`src/rtl/param_sweep_counter.sv`:
```
// Modulo counter with up/down/Gray modes, synchronous load and a one-shot 0..MOD-1 sweep FSM.
// count/tc/busy/done update one edge after load/sweep_start/step; wraps follows tc by one cycle.
module param_sweep_counter #(
  parameter int WIDTH = 4,
  parameter int MOD   = 8
) (
  input  logic             CLK,
  input  logic             RST,
  input  logic             en,
  input  logic [1:0]       mode,
  input  logic             load,
  input  logic [WIDTH-1:0] load_val,
  input  logic             sweep_start,
  output logic [WIDTH-1:0] count,
  output logic [WIDTH-1:0] code,
  output logic             tc,
  output logic             busy,
  output logic             done,
  output logic [7:0]       wraps
);

  localparam logic [WIDTH-1:0] MAX = WIDTH'(MOD - 1);

  typedef enum logic [1:0] {
    S_IDLE = 2'd0,
    S_RUN  = 2'd1,
    S_DONE = 2'd2
  } state_t;

  state_t           r_state;
  logic [WIDTH-1:0] r_count;
  logic             r_tc;
  logic             r_busy;
  logic             r_done;
  logic [7:0]       r_wraps;

  logic             w_at_max;
  logic             w_at_zero;
  logic [WIDTH-1:0] w_inc;
  logic [WIDTH-1:0] w_dec;
  logic [WIDTH-1:0] w_load_clamped;

  // Wrap by explicit compare so a non-power-of-2 MOD never reaches codes >= MOD.
  assign w_at_max       = (r_count == MAX);
  assign w_at_zero      = (r_count == '0);
  assign w_inc          = w_at_max  ? '0  : r_count + WIDTH'(1);
  assign w_dec          = w_at_zero ? MAX : r_count - WIDTH'(1);
  assign w_load_clamped = (load_val > MAX) ? MAX : load_val;

  always_ff @(posedge CLK or posedge RST) begin
    if (RST) begin
      r_state <= S_IDLE;
      r_count <= '0;
      r_tc    <= 1'b0;
      r_busy  <= 1'b0;
      r_done  <= 1'b0;
      r_wraps <= 8'd0;
    end else begin
      r_tc <= 1'b0;
      if (r_tc && (r_wraps != 8'hFF)) begin
        r_wraps <= r_wraps + 8'd1;
      end

      if (load) begin
        r_count <= w_load_clamped;
        r_state <= S_IDLE;
        r_busy  <= 1'b0;
        r_done  <= 1'b0;
      end else if (sweep_start && (r_state != S_RUN)) begin
        r_count <= '0;
        r_state <= S_RUN;
        r_busy  <= 1'b1;
        r_done  <= 1'b0;
      end else if (r_state == S_RUN) begin
        // Sweep ignores en and mode; the final step lands on 0 with tc and ends the run.
        r_count <= w_inc;
        if (w_at_max) begin
          r_tc    <= 1'b1;
          r_state <= S_DONE;
          r_busy  <= 1'b0;
          r_done  <= 1'b1;
        end
      end else if (en) begin
        case (mode)
          2'b00, 2'b10: begin
            r_count <= w_inc;
            r_tc    <= w_at_max;
          end
          2'b01: begin
            r_count <= w_dec;
            r_tc    <= w_at_zero;
          end
          default: begin
          end
        endcase
      end
    end
  end

  // Gray wrap for non-power-of-2 MOD is multi-bit; that is accepted as-is.
  assign code  = (mode == 2'b10) ? (r_count ^ (r_count >> 1)) : r_count;
  assign count = r_count;
  assign tc    = r_tc;
  assign busy  = r_busy;
  assign done  = r_done;
  assign wraps = r_wraps;

endmodule

```
`config.mk`:
```
export PLATFORM = sky130hd
export DESIGN_NAME = param_sweep_counter
export DESIGN_NICKNAME = d
export VERILOG_FILES = /design/src/rtl/param_sweep_counter.sv
export SDC_FILE = /design/constraint.sdc
export NUM_CORES = 1
export LEC_CHECK = 0
export ABC_AREA = 1
export BUFFER_PORTS_ARGS = -buffer_cell sky130_fd_sc_hd__buf_2
export CORE_MARGIN = 1
export CORE_UTILIZATION = 30
export CTS_BUF_LIST = sky130_fd_sc_hd__clkbuf_4 sky130_fd_sc_hd__clkbuf_8
export DETAILED_ROUTE_END_ITERATION = 16
export MAX_ROUTING_LAYER = met4
export SLEW_MARGIN = 5
export SYNTH_ARGS = -nofsm -noshare
export SYNTH_HDL_FRONTEND = slang
export SYNTH_SLANG_ARGS = --single-unit
```
`constraint.sdc`:
```
create_clock -name CLK -period 1.2 [get_ports CLK]
set_input_delay 0.06 -clock CLK [delete_from_list [all_inputs] [get_ports CLK]]
set_output_delay 0.06 -clock CLK [all_outputs]
set_load 0.01 [all_outputs]
```
==> impl_results.md <==
* Antenna Violating Nets Remaining at 0
* Final setup fails at 14
* WL/cell at 11.2 microns
* Initial core utilization at 31.9%
* Worst-Margin Slew at 337 ps
* MaxCap Viol Count at 0
* Max IR drop VDD at 0.520 mV
* Period utilization at 117%
* Crit-path max FO at 3
* Register area share after synthesis at 34.4%
* Worst Skew at 4.64 ps
* Power Density at 1160 nW/um^2
* Critical path buffers and inverters at 2
* First drt pass iteration count at 4
* Clock Latency Late Sink at 290 ps
* Post-Synthesis Cells at 156
* Core ar. at 3420 sq um
* Sw frac at 38.4%
* Layout cells sized above 1 at 49.8%
* Achievable frequency at 709 MHz
* CTS root buf: clkbuf_4
* Port bufs at 29
* Htree depth at 1
* Failing checks: setup timing
* Placer Congestion at 0.904
* Most frequent cells in the layout: 44 x nand2_1, 28 x buf_2, 24 x buf_4
* Synth cell types at 22
* CTS sink count at 15
* DR vias at 1200
* Die X at 62.3 microns
* Vias in the first global route at 1051
* Syn_area_per_cell at 6.99 sq um
* Psw at 792 uW
* Tot Pwr at 2.06 mW
* Worst r2r src: count[2]
* CP startpoint: count[1]
* Synth warn at 0
* Post-DP HPWL at 2.11 mm
* Max-slew violation count at 0
* Die Y at 62.3 microns
* RSZ-0062 raised after global routing: yes
* Iteration-0 DRC Markers at 22
* Gate power share at 52.9%
* Hold_ws at 53.2 ps
* Crit. End Element: output port
* Final Hold Vio Count at 0
* Nets@finish at 241
* Hold Path Origin: en
* Synthesized cell area at 1090 sq um
* IO Count at 30
* Max Root-Sink Buffers at 2
* Internal at 1.27 mW
* Syn_nets at 175
* Area Growth Syn to Fin at 63.1%
* Status: finished, violations left
* Worst Path Arrival at 1350 ps
* Commonest non-fill, non-tap cell in the layout: nand2_1
* CP Data Required Time at 1140 ps
* Die area at 3880 sq um
* Final setup margin at -210 ps
* Rel. slew slack at 77.5%
* Leakage Power at 0.921 nW
* First-pass GRT wire length at 4.73 mm
* #FFs+latches synth at 15
* Clk pin slew, worst setup/hold paths at 90 ps
* CP cell instances: inv_4 > ha_4 > nor2_1 > a21oi_1 > buf_2
* Largest stage delay on the critical path at 410 ps
* Total grt overflow at 0
* TritonCTS Buffers at 3
* CP top delay family: flip-flops
* Seq pwr share at 32.8%
* CTS tree: done
* Fin crit period at 1410 ps
* Worst hold path class: in2reg
* Startpoint Class: register
* DR DRC count at 0
* Site row count at 21
* Setup CP Type: reg2out
* Largest net degree at the start of global routing at 16
* Tot GR Track Use at 15.7%
* Vias/cell at 4.49
* Max stage delay cell, worst path: dfrtp_2
* Initial antenna violation count at 0
* Final wirelength at 2.98 mm
* Diode count at 0
* Clock power frac at 14.2%
## Yosys cell counts, drive strengths merged
library cell  count  area, sq um
nand2            54          218
inv              22         85.1
nor2             17         73.8
dfrtp            15          375
nand3            14         75.1
ha                8          100
a21oi             7         35.0
o21ai             6         30.0
xor2              4         35.0
nand4             2         12.5
xnor2             2         17.5
a21boi            1         7.51
buf               1         7.51
nor3              1         5.00
o22ai             1         6.26
or2               1         6.26
## per-layer routing
metal | part of all wire [%] | GRT usage [%]
met4 | 0 | 3.78
met3 | 4.5 | 2.94
met2 | 48 | 24.0
met1 | 47 | 21.3
met5 | 0 | -
## kinds of logic (layout without fill, tap and decap cells)
family	after synthesis	in the layout	synth area share (%)
buffers and inverters	23	88	8.50
flip-flops	15	15	34.4
adder cells (fa/ha/maj)	8	8	9.19
AO/OA/AOI/OAI	15	15	7.23
AND/OR/NAND/NOR	89	89	35.8
XOR/XNOR	6	6	4.82
## sequential cells by signal (all words and copies together) (netlist names)
name / count
count: 4
wraps: 8
r_state: 2
tc: 1
## metrics by stage
stage | worst slack [ps] | instance area [sq um] | TNS, ps | instances | utilization, %
2_1_floorplan | -37.0 | 1130 | -89.7 | 156 | -
3_3_place_gp | -85.2 | 1470 | -248 | 249 | 43.0
3_5_place_dp | -78.2 | 1470 | -331 | 249 | 43.0
4_1_cts | -156 | 1650 | -1180 | 264 | 48.4
5_1_grt | -267 | 1780 | -2380 | 267 | 52.1
6_report | -210 | 1780 | -1330 | 267 | 52.1
## layout make-up
class                      instances  area, sq um
clock buffer                       3         22.5
clock inverter                     1         5.00
fill                             344         1640
inverter                          22         92.6
multi-input combinational        118          788
sequential                        15          382
tap                               46         57.6
timing repair buffer              62          430
## power by group through the flow
stage | Combinational (mW) | Clock [mW] | Sequential [mW]
final | 1.09 | 0.293 | 0.676
after global routing | 1.20 | 0.326 | 0.690
after CTS | 0.958 | 0.310 | 0.660
after detailed placement | 0.793 | 0 | 0.685
after global placement | 0.790 | 0 | 0.681
after floorplan | 0.407 | 0 | 0.724
## worst register-to-register path: cells and delay by family, from the launching register on
family	cells	cell delay [ps]
fa+ha+maj	1	170
buf+inv	3	310
flops	1	450
simple gates	5	320
## timing repair
item / 4_1_cts / 5_1_grt
gates cloned: 0 / 0
endpoints found under the hold margin: 16 / 0
setup endpoints to repair: 14 / 18
gates resized for setup: 14 / 28
pin swaps: 11 / 12
setup buffers: 9 / 3
hold buffers: 2 / 0
## path summary, 6_finish.rpt
| check | slack, ps | cells after the start | endpoint |
|---|---|---|---|
| min in group asynchronous | 300 | 4 | r_state[1] |
| max in group asynchronous | 700 | 4 | count[2] |
| hold / removal | 50 | 3 | tc |
| setup reg to reg | -140 | 9 | count[3] |
| hold reg to reg | 570 | 2 | wraps[7] |
| setup / recovery | -210 | 5 | code[0] |
Power figures use the tool's default switching activity.
